### src/rtl/pri_codec_pkg.sv
// rtl/pri_codec_pkg.sv - shared widths and grant FSM state type for the priority codec blocks
package pri_codec_pkg;

  localparam int IDX_W     = 3;
  localparam int ONE_HOT_W = 8;
  localparam int CNT_W     = 8;

  typedef enum logic [1:0] {
    IDLE = 2'd0,
    HOLD = 2'd1,
    GAP  = 2'd2
  } grant_state_t;

endpackage

### src/rtl/dec_3to8.sv
// rtl/dec_3to8.sv - combinational 3-to-8 one-hot decoder with enable
module dec_3to8
  import pri_codec_pkg::*;
(
  input  logic                 en,
  input  logic [IDX_W-1:0]     idx,
  output logic [ONE_HOT_W-1:0] onehot
);

  always_comb begin
    onehot = '0;
    if (en) begin
      onehot[idx] = 1'b1;
    end
  end

endmodule

### src/rtl/pri_grant_decoder.sv
// rtl/pri_grant_decoder.sv - timed one-hot grant strobe from a 3-bit index with hold and guard gap
module pri_grant_decoder
  import pri_codec_pkg::*;
#(
  parameter int HOLD_CYCLES = 4,
  parameter int GAP_CYCLES  = 1
) (
  input  logic                 clk,
  input  logic                 rst_n,
  input  logic                 in_valid,
  input  logic [IDX_W-1:0]     in_idx,
  output logic                 in_ready,
  output logic [ONE_HOT_W-1:0] out,
  output logic                 busy,
  output logic                 done
);

  localparam logic [CNT_W-1:0] HOLD_LOAD = CNT_W'(HOLD_CYCLES - 1);
  localparam logic [CNT_W-1:0] GAP_LOAD  = (GAP_CYCLES > 0) ? CNT_W'(GAP_CYCLES - 1) : '0;

  grant_state_t          state_q, state_d;
  logic [CNT_W-1:0]      cnt_q, cnt_d;
  logic [ONE_HOT_W-1:0]  out_q, out_d;
  logic                  busy_q, busy_d;
  logic                  done_q, done_d;
  logic                  accept;
  logic [ONE_HOT_W-1:0]  dec_onehot;

  assign in_ready = (state_q == IDLE);
  assign accept   = in_valid && in_ready;

  dec_3to8 u_dec (
    .en     (accept),
    .idx    (in_idx),
    .onehot (dec_onehot)
  );

  always_ff @(posedge clk or negedge rst_n) begin
    if (!rst_n) begin
      state_q <= IDLE;
      cnt_q   <= '0;
      out_q   <= '0;
      busy_q  <= 1'b0;
      done_q  <= 1'b0;
    end else begin
      state_q <= state_d;
      cnt_q   <= cnt_d;
      out_q   <= out_d;
      busy_q  <= busy_d;
      done_q  <= done_d;
    end
  end

  // Counter only decrements when nonzero, so it can never wrap.
  always_comb begin
    state_d = state_q;
    cnt_d   = cnt_q;
    out_d   = out_q;
    busy_d  = busy_q;
    done_d  = 1'b0;
    case (state_q)
      IDLE: begin
        out_d = dec_onehot;
        if (accept) begin
          cnt_d   = HOLD_LOAD;
          busy_d  = 1'b1;
          state_d = HOLD;
        end
      end
      HOLD: begin
        if (cnt_q == '0) begin
          out_d  = '0;
          done_d = 1'b1;
          if (GAP_CYCLES > 0) begin
            cnt_d   = GAP_LOAD;
            state_d = GAP;
          end else begin
            busy_d  = 1'b0;
            state_d = IDLE;
          end
        end else begin
          cnt_d = cnt_q - 1'b1;
        end
      end
      GAP: begin
        out_d = '0;
        if (cnt_q == '0) begin
          busy_d  = 1'b0;
          state_d = IDLE;
        end else begin
          cnt_d = cnt_q - 1'b1;
        end
      end
      default: begin
        out_d   = '0;
        busy_d  = 1'b0;
        cnt_d   = '0;
        state_d = IDLE;
      end
    endcase
  end

  assign out  = out_q;
  assign busy = busy_q;
  assign done = done_q;

endmodule

### config.mk
export PLATFORM = sky130hd
export DESIGN_NAME = pri_grant_decoder
export DESIGN_NICKNAME = d
export VERILOG_FILES = /design/src/rtl/pri_codec_pkg.sv /design/src/rtl/dec_3to8.sv /design/src/rtl/pri_grant_decoder.sv
export SDC_FILE = /design/constraint.sdc
export NUM_CORES = 1
export LEC_CHECK = 0
export ABC_AREA = 1
export CORE_UTILIZATION = 49
export DETAILED_ROUTE_END_ITERATION = 10
export PLACE_DENSITY = 0.73
export SLEW_MARGIN = 25
export SYNTH_ARGS = -nofsm -noshare
export SYNTH_HDL_FRONTEND = slang
export SYNTH_HIERARCHICAL = 1
export SYNTH_SLANG_ARGS = --single-unit
### constraint.sdc
create_clock -name clk -period 3.4 [get_ports clk]
set_clock_uncertainty 0.05 [all_clocks]
set_input_delay 0.85 -clock clk [delete_from_list [all_inputs] [get_ports clk]]
set_output_delay 0.85 -clock clk [all_outputs]
set_load 0.05 [all_outputs]
==> After elaboration in Yosys (flattened, before gate mapping) <==
Index checks and enable logic that the tools add are counted.
{ "totals": {"regBits": 20, "output_inout_bits": 11, "wordCells": 40} }
{ "op_classes": {"addsub": 1, "order_cmp": 2, "n_eq_ne": 6, "muxes": 18, "bitwise": 1, "n_reduce_logical": 7} }
{ "ops": {"columns": ["operator", "n"], "rows": [
  ["$mux 8", 5],
  ["$pmux 8 s3", 1],
  ["$pmux 8 s2", 1],
  ["$logic_not 8->1", 1],
  ["$sub 8x1->8 const B", 1],
  ["$mux 2", 3],
  ["$ne 2x2->1 const B", 3],
  ["$pmux 2 s3", 1],
  ["$reduce_and 3->1", 2],
  ["$mux 1", 5],
  ["$lt 3x4->1 const B", 1],
  ["$demux 1 s3", 1],
  ["$ge 3x1->1 const B", 1],
  ["$pmux 1 s3", 1],
  ["$eq 2x1->1 const B", 1],
  ["$eq 2x2->1 const B", 1],
  ["$logic_and 1x1->1", 2],
  ["$logic_not 2->1", 1],
  ["$ne 2x1->1 const B", 1],
  ["$reduce_and 2->1", 1],
  ["$not 1->1", 1]
]} }

==> Logic depth before layout (Yosys ltp) <==
Gate-level depths: netlist of the first run.
{ "logic_depth": {"word_depth": 6, "mapped_depth": 11, "ltp_nobuf": 11} }

==> Hierarchy <==
Netlist of the first run, hierarchy kept.
{ "modules_own_cells": {"columns": ["mod", "n_inst", "cells_each", "area_per_inst_um2", "seq_area_each_um2"], "rows": [
  ["pri_grant_decoder", 1, 141, 1144.8, 500.5],
  ["dec_3to8", 1, 17, 63.8, 0.0]
]} }

==> Worst setup path after synthesis of the first run <==
No wires, ideal clock.
{ "synth_timing": {"path_kind": "flip-flop to output port", "startpoint": "register state_q[0]", "endpoint": "output in_ready", "arrival_time_ns": 0.823, "required_ns": 2.500, "setup_slack_ns": 1.677, "path_stages_with_launch": 3, "path_buffers": 1, "path_cell_list": "dfrtp_1 nor2_2 buf_4"} }
{ "synth_between": {"elab_chain_len": 1} }
{ "synth_lines": {"columns": ["item", "line", "rtl"], "rows": [
  ["from (decl)", "pri_grant_decoder.sv:21", "grant_state_t state_q, state_d;"],
  ["from (signal assigned)", "pri_grant_decoder.sv:46", "state_q <= state_d;"],
  ["$logic_not 2->1", "pri_grant_decoder.sv:29", "assign in_ready = (state_q == IDLE);"],
  ["to (decl)", "pri_grant_decoder.sv:12", "output logic in_ready,"]
]} }
No other way between the ends.

==> Final worst setup path of the first run <==
Same ends and word-level chain as after synthesis.

==> results of run 1 <==
-- worst max-delay path, stage by stage, from the launching register on --
cell             delay, ns
dfrtp_1               0.45
nor2_2                0.40
clkdlybuf4s50_1       0.90
-- registers in the layout, summed over array words and instances, names as in the netlist --
register	count
state_q	2
cnt_q	8
done	1
out	8
busy	1
-- cells in the final DEF, fill, tap and decap left out, drive strengths merged --
cell / synthesis / final
ha: 2 / 2
nand3: 19 / 19
a21oi: 1 / 1
dfrtp: 20 / 20
xor2: 1 / 1
inv: 21 / 21
o2111ai: 4 / 4
nand2: 60 / 60
nor2: 21 / 21
nand4: 3 / 3
o21ai: 3 / 3
clkdlybuf4s50: 0 / 16
clkbuf: 0 / 4
-- through the flow --
step | power (W) | util | instance area, µm² | hold slack (ns) | cells
after floorplan | 0.000250 | - | 1210 | 0.399 | 158
after global placement | 0.000262 | 0.606 | 1380 | 0.417 | 199
after detailed placement | 0.000262 | 0.606 | 1380 | 0.434 | 199
after CTS | 0.000400 | 0.622 | 1420 | 0.462 | 203
after global routing | 0.000411 | 0.622 | 1420 | 0.491 | 203
final | 0.000396 | 0.622 | 1420 | 0.461 | 203
-- final cells by class --
type	instances	area, µm²	share of cell area
multi-input combinational	114	603	0.426
inverter	21	81.3	0.0574
clock buffer	4	36.3	0.0256
tap	28	35.0	0.0247
sequential	20	500	0.353
timing repair buffer	16	160	0.113
-- power breakdown --
group | internal (W) | switching [W] | total [W] | leakage (nW)
Clock | 0.0000654 | 0.0000734 | 0.000139 | 0.0210
Combinational | 0.00000724 | 0.0000115 | 0.0000187 | 0.466
Sequential | 0.000238 | 0.000000364 | 0.000239 | 0.210
-- per-layer routing --
metal  global-route usage  vias up  wire length, µm
met4               0.0946        0               39
met1                0.262      508             1120
met5                    0        -                0
met2                0.390       26             1180
li1                     -      533                -
met3               0.0380        5               87
-- worst paths after layout --
| path | end | slack [ns] | startpoint |
|---|---|---|---|
| worst min-delay path | cnt_q[0] | 0.46 | cnt_q[0] |
| worst max-delay path | in_ready | 0.45 | state_q[0] |
| worst min register to register | cnt_q[0] | 0.46 | cnt_q[0] |
| max in group asynchronous | cnt_q[6] | 1.76 | rst_n |
| worst max register to register | cnt_q[6] | 1.69 | cnt_q[0] |
| min in group asynchronous | cnt_q[2] | 0.99 | rst_n |
-- kinds of logic after synthesis --
kind of cell | count (synthesis) | share of synthesized area
and+or+nand+nor | 103 | 0.425
buffers and inverters | 24 | 0.0870
DFF | 20 | 0.414
AOI/OAI and AO/OA | 8 | 0.0455
adders and majority gates | 2 | 0.0207
xor gates and xnor gates | 1 | 0.00725
==> impl_results.md, run 1 <==
- Status: complete, no violations
- Number of distinct library cells after synthesis: 22
- CTS root buffer: clkbuf_4
- Post-CTS setup buffers: 0
- Worst-path fanout max: 11
- N_diodes: 0
- # IOs: 17
- Pwr per Cell Area: between 200 and 300 nW/µm²
- Pins Over Slew Limit: 0
- Avg Vias per Cell: 5.28
- Final setup violation count: 0
- R2R depth: 11
- Fmax: approximately 0.34 GHz
- Initial antenna violation count: 0
- Layout cells sized above 1: 0.149
- DRC: 0
- First-pass DRT Iterations: 4
- Commonest cells in the netlist: 52 x nand2_1, 20 x dfrtp_1, 18 x nand3_1
- Rel. slew slack: 0.395
- Die area: 2670 µm²
- Filler cell count: 208
- Number of max-cap violations: 0
- Leak: 0.697 nW
- Cell Area, Synth: approximately 1200 µm²
- Worst Hold Class: flop to flop
- Post-synth top area cell: dfrtp_1
- Placer Congestion: approximately 0.84
- DRT iter0 DRCs: 21
- Die Ht: approximately 52 µm
- Vias in the first global route: between 1k and 1.5k
- Clock transition at path regs: 0.11 ns
- Worst-margin pin slew: 0.905 ns
- Warnings from Yosys: 6
- Global-route wire length before repair: ~4300 µm
- Residual overflow from global routing: 0
- Via count: approximately 1.1k
- Worst-Skew Late Latency: around 0.3 ns
- RSZ-0062 raised after global routing: false
- Final wirelength: 2430 µm
- Number of synthesized register bits: 20
- Post-synthesis sequential area ratio: 0.414
- Clock Sinks: 20
- DRT antenna net count: 0
- # rows: 17
- Post-CTS sizing: 0
- H-tree levels: 1
- Syn Inst Count: 158
- GRT Total Usage: 0.221
- Period utilization: 0.869
- Place WS: between 0.7 and 0.8 ns
- WP data arrival: 2.05 ns
- Count leader, synth: nand2_1
- Clock buffer count from CTS: 3
- DR WL/cell: 11.9 µm
- Placeable Area: 2280 µm²
- Top FF cell, synth: dfrtp_1
- CTS tree: yes
- Main area contributors after synthesis: dfrtp_1 41%, nand2_1 16%, nand3_1 7.5%
- Initial Util: 0.531
- Port-buffer cells: 16
- Syn Area/Cell: 7.65 µm²
- Crit path setup slack, layout: 0.447 ns
- Max Buffers Root-to-Sink: 2
- CP endpoint kind: primary output
- Asr flop ratio synth: 1.00
- Setup_tns: 0 ns
- Critical path data required time: ~2.5 ns
- Post-synth top area share: 0.414
- WHS Path Cells: 2
- Number of flops mapped to enable cells by yosys: 0
- Pin count of the biggest net entering global routing: 21
- Post-layout min period: roughly 3 ns
- Die X: roughly 52 µm
- Setup crit start kind: flop
- Hold buffers post-CTS: 0
- Final Hold Vio Count: 0
- Final #Nets: roughly 180
- Max VDD drop: 0.269 mV
- Crit Path Class: flop to primary output
- P&R area growth vs syn: 17.2%
- Detail Placement HPWL: 1780 µm
- Net count after synthesis: ~170
(Power assumes the default switching activity.)
==> inputs of run 2 (changes only) <==
--- a/config.mk
+++ b/config.mk
@@ -6,10 +6,9 @@
 export NUM_CORES = 1
 export LEC_CHECK = 0
 export ABC_AREA = 1
-export CORE_UTILIZATION = 49
+export CORE_UTILIZATION = 50
 export DETAILED_ROUTE_END_ITERATION = 10
-export PLACE_DENSITY = 0.73
-export SLEW_MARGIN = 25
+export PLACE_DENSITY = 0.74
 export SYNTH_ARGS = -nofsm -noshare
 export SYNTH_HDL_FRONTEND = slang
 export SYNTH_HIERARCHICAL = 1
==> run 2 against run 1 <==
Compared with the run above: core utilization barely moved; via count shrank 0.84%; sequential share of layout area increased by 0.35 points; sequential power hardly changed; global-route usage shrank 0.89 points; largest power group unchanged; flip-flop and latch count is the same; non-clock buffer count unchanged.
==> impl_results.md, run 2 (synthesis gave the netlist of run 1 again) <==
- Hold buffers post-CTS: 0
- Detail Placement HPWL: 1830 µm
- Most frequent cells in the layout: 52 x nand2_1, 20 x dfrtp_1, 18 x nand3_1, 16 x clkdlybuf4s50_1, 15 x nor2_1
- Worst-path fanout max: 11
- Post-CTS sizing: 0
- Worst-margin pin slew: 0.885 ns
- CP endpoint kind: primary output
- H-tree levels: 1
- Final #Nets: between 150 and 200
- Layout cells sized above 1: 0.144
- DRC: 0
- Die Ht: 51.2 µm
- Post-layout min period: 2.93 ns
- DRT iter0 DRCs: 32
- Clock Sinks: 20
- CTS root buffer: clkbuf_4
- Uppermost layer routed: met4
- Fmax: between 0.3 and 0.4 GHz
- Pins Over Slew Limit: 0
- Setup_tns: 0 ns
- Placed Area: 1380 µm²
- Crit path setup slack, layout: 0.468 ns
- CTS tree: yes
- Leak: 0.690 nW
- Crit Path Class: flop to primary output
- Via count: 1063
- Rel. slew slack: 0.408
- Commonest non-fill, non-tap cell in the layout: nand2_1
- Final Hold Vio Count: 0
- GRT Total Usage: 0.212
- Max Buffers Root-to-Sink: 2
- Clock buffer count from CTS: 3
- # rows: 17
- RSZ-0062 raised after global routing: false
- Placeable Area: 2250 µm²
- Port-buffer cells: 16
- WP data arrival: 2.03 ns
- Initial Util: 0.536
- Pin count of the biggest net entering global routing: 21
- Residual overflow from global routing: 0
- Period utilization: 0.862
- First-pass DRT Iterations: 4
- Critical path data required time: 2.50 ns
- Die area: 2620 µm²
- Final setup violation count: 0
- Met1 WL: 1110 µm
- Met3 routed WL: 95 µm
- Pwr per Cell Area: 261 nW/µm²
- DR WL/cell: 12.3 µm
- Clock transition at path regs: 0.11 ns
- Final wirelength: 2490 µm
- Fin area: 1400 µm²
- Vias in the first global route: 989
- Placer Congestion: 0.766
- Place WS: 0.799 ns
- Global-route wire length before repair: approximately 4100 µm
- Worst Hold Class: flop to flop
- Die X: 51.2 µm
- Setup crit start kind: flop
- Avg Vias per Cell: 5.26
- # IOs: 17
- Worst-Skew Late Latency: 0.30 ns
- Max VDD drop: 0.210 mV
- P&R area growth vs syn: 16.0%
- N_diodes: 0
- Number of max-cap violations: 0
- Post-CTS setup buffers: 0
- DRT antenna net count: 0
- Met2 WL: 1260 µm
- Status: complete, no violations
- Initial antenna violation count: 0
-- run 2: changes by cell type in the layout (fill, tap and decap cells not counted), sizes merged --
cell / previous run / this run
clkbuf: 4 / 3
-- run 2: worst paths after layout --
check	from	end	slack, ns	depth (start not counted)
max in group asynchronous	rst_n	out[4]	1.76	1
worst max register to register	cnt_q[0]	cnt_q[6]	1.71	11
worst min register to register	out[5]	out[5]	0.46	2
worst min-delay path	out[5]	out[5]	0.46	2
worst max-delay path	state_q[0]	in_ready	0.47	2
min in group asynchronous	rst_n	out[0]	0.99	1
-- run 2: power by group --
part | internal (W) | switching, W
logic | 0.00000724 | 0.0000115
registers | 0.000238 | 0.000000466
clock network | 0.0000413 | 0.0000679
total | 0.000287 | 0.0000798
-- run 2: layout make-up --
type | count | area, µm²
well taps | 28 | 35.0
multi-input cells | 114 | 603
inverters | 21 | 81.3
flip-flops and latches | 20 | 500
fillers | 219 | 852
repair buffers | 16 | 160
clock buffers | 3 | 22.5
-- run 2: through the flow --
step / cells / utilization / power [W] / hold slack, ns
after floorplan: 158 / - / 0.000250 / 0.399
after global placement: 199 / 0.612 / 0.000262 / 0.419
after detailed placement: 199 / 0.612 / 0.000263 / 0.436
after CTS: 202 / 0.622 / 0.000369 / 0.460
after global routing: 202 / 0.622 / 0.000379 / 0.483
final: 202 / 0.622 / 0.000367 / 0.457
-- run 2: critical path, cell delays in order, from the launching register on --
cell	delay [ns]
dfrtp_1	0.45
nor2_2	0.39
clkdlybuf4s50_1	0.89
-- run 2: routing by layer --
layer | vias to the layer above | track usage
met4 | 0 | 0.0880
li1 | 527 | -
met3 | 4 | 0.0238
met2 | 28 | 0.366
met5 | - | 0
met1 | 504 | 0.266
==> patch (flow settings as in run 1) <==
The 3 states of `grant_state_t` get a one-hot encoding in 3 bits.
--- a/src/rtl/pri_codec_pkg.sv
+++ b/src/rtl/pri_codec_pkg.sv
@@ -5,10 +5,10 @@
   localparam int ONE_HOT_W = 8;
   localparam int CNT_W     = 8;
 
-  typedef enum logic [1:0] {
-    IDLE = 2'd0,
-    HOLD = 2'd1,
-    GAP  = 2'd2
+  typedef enum logic [2:0] {
+    IDLE = 3'b001,
+    HOLD = 3'b010,
+    GAP  = 3'b100
   } grant_state_t;
 
 endpackage
Check against the original RTL: same outputs for any inputs over 10 cycles, from zero or initial values and one cycle with rst_n low; not proved beyond that.
==> patch against run 1 <==
- maximum frequency fell by 1.4%
- wire length increased by 4.0%
- synthesized area grew 2.0%
- sequential cell count grew 1
- design area increased by 0.62%
- non-clock buffer count is the same
- worst setup slack worse by 42 ps
Power is not compared: it rests on default switching activity, and its combinational part moved more than twofold at a synthesized area within 25%.
==> patch: results (changes against run 1) <==
- Count of instances resized after the clock tree is built: 0 (unchanged)
- Most frequently used flop master after synthesis: sky130_fd_sc_hd__dfrtp_1
- Path class of the lowest-slack min-delay path: in2async
- Placed Area: 1400 sq um (+1.7%)
- Crit path max fanout: 11 (unchanged)
- Count of unique library cells instantiated by Yosys: 25 (+14%)
- Leakage power: 0.749 nW
- H-tree depth: 1 (unchanged)
- CTS max path bufs: 2 (unchanged)
- Data arrival time of the worst path: 2090 ps (+40 ps)
- Async set-reset flop share out of synthesis: 1.00 (unchanged)
- Proportion of layout cells with a drive suffix above 1: 0.109 (-0.0393)
- Status: complete, no violations
- Largest vdd supply drop: 0.000481 V
- Worst-Skew Late Latency: 300 ps (about the same)
- Port bufs: 16 (unchanged)
- Initial antenna violation count: 0 (unchanged)
- Number of diodes: 0 (unchanged)
- Clock Tree Root: sky130_fd_sc_hd__clkbuf_4
- Vias in the first global route: 1091 (+5.7%)
- Routability-driven placement congestion ratio: 0.831 (-1.5%)
- Post-CTS repair timing setup buffer count: 0 (unchanged)
- Total number of vias: 1086 (+1.3%)
- Clock-pin slew reported for the worst setup and hold paths after clock tree synthesis: 110 ps (about the same)
- Number of nets in the synthesized netlist: 174 (+4.8%)
- Initial DRT Pass Iterations: 4 (unchanged)
- 1st-iter DRT viols: 23 (+9.5%)
- Final net count: 192 (+4.3%)
- Wire length of the first global-routing pass: 4550 um (+5.8%)
- Pin count of the biggest net entering global routing: 22 (+4.8%)
- Number of buffers created by CTS: 3 (unchanged)
- GRT Total Usage: 0.230 (+0.00941)
- Yosys Warn Count: 6 (unchanged)
- Detailed Place HPWL: 1930 um (+8.3%)
- Most frequent cells after synthesis: sky130_fd_sc_hd__nand2_1, sky130_fd_sc_hd__inv_1, sky130_fd_sc_hd__nor2_1
- Actual slew at the worst max-slew pin: 603 ps (-301 ps)
- Sequential share of the synthesized area: 0.427 (+0.0133)
- Cells taking the most area after synthesis: sky130_fd_sc_hd__dfrtp_1, sky130_fd_sc_hd__nand2_1, sky130_fd_sc_hd__nand3_1
- Final wirelength: 2520 um (+4.0%)
[patch: per-stage QoR]
step                setup slack (ps)  instances
finish                           405        211
global placement                 801        207
global route                     319        211
CTS                              409        211
detailed placement               763        207
floorplan                       1550        166
[patch: final timing paths]
kind | cells past startpoint | start | slack (ps) | to
max reg2reg | 11 | cnt_q[0]$_DFFE_PN0P_ | 1640 | cnt_q[0]$_DFFE_PN0P_
min in group clk | 2 | cnt_q[0]$_DFFE_PN0P_ | 450 | cnt_q[0]$_DFFE_PN0P_
max | 3 | state_q[0]$_DFFE_PN1P_ | 410 | in_ready
min reg2reg | 2 | cnt_q[0]$_DFFE_PN0P_ | 450 | cnt_q[0]$_DFFE_PN0P_
min | 1 | rst_n | 440 | cnt_q[7]$_DFFE_PN0P_
max in group asynchronous | 1 | rst_n | 2510 | state_q[0]$_DFFE_PN1P_
[patch: metal layers]
layer / routed length (um) / GRT usage / vias to the layer above
met5: 0 / 0 / -
met1: 1140 / 0.269 / 511
met2: 1250 / 0.408 / 18
li1: - / - / 553
met3: 86 / 0.0439 / 4
met4: 42 / 0.0965 / 0
[patch: cell families after synthesis]
kind of cell | after synthesis | synth area share
AND/OR/NAND/NOR | 105 | 0.402
AO/OA/AOI/OAI | 9 | 0.0477
buffers and inverters | 28 | 0.0954
flip-flops | 21 | 0.427
adder cells (fa/ha/maj) | 2 | 0.0203
XOR/XNOR | 1 | 0.00711
[patch: critical path, stage by stage (launching register included)]
cell	delay, ps
sky130_fd_sc_hd__dfstp_2	600
sky130_fd_sc_hd__nand3_2	150
sky130_fd_sc_hd__inv_2	210
sky130_fd_sc_hd__clkdlybuf4s50_1	840
[patch: cell type report]
class	instances	area (sq um)
fill	222	872
sequential	21	527
clock buffer	4	26.3
inverter	25	93.8
tap	28	35.0
timing repair buffer	16	155
multi-input combinational	117	588
[patch: report_power, final]
| part | switching [W] | internal (W) |
|---|---|---|
| Clock | 0.0000731 | 0.0000457 |
| Combinational | 0.000483 | 0.000212 |
| Sequential | 0.0000545 | 0.000319 |
| Total | 0.000610 | 0.000576 |
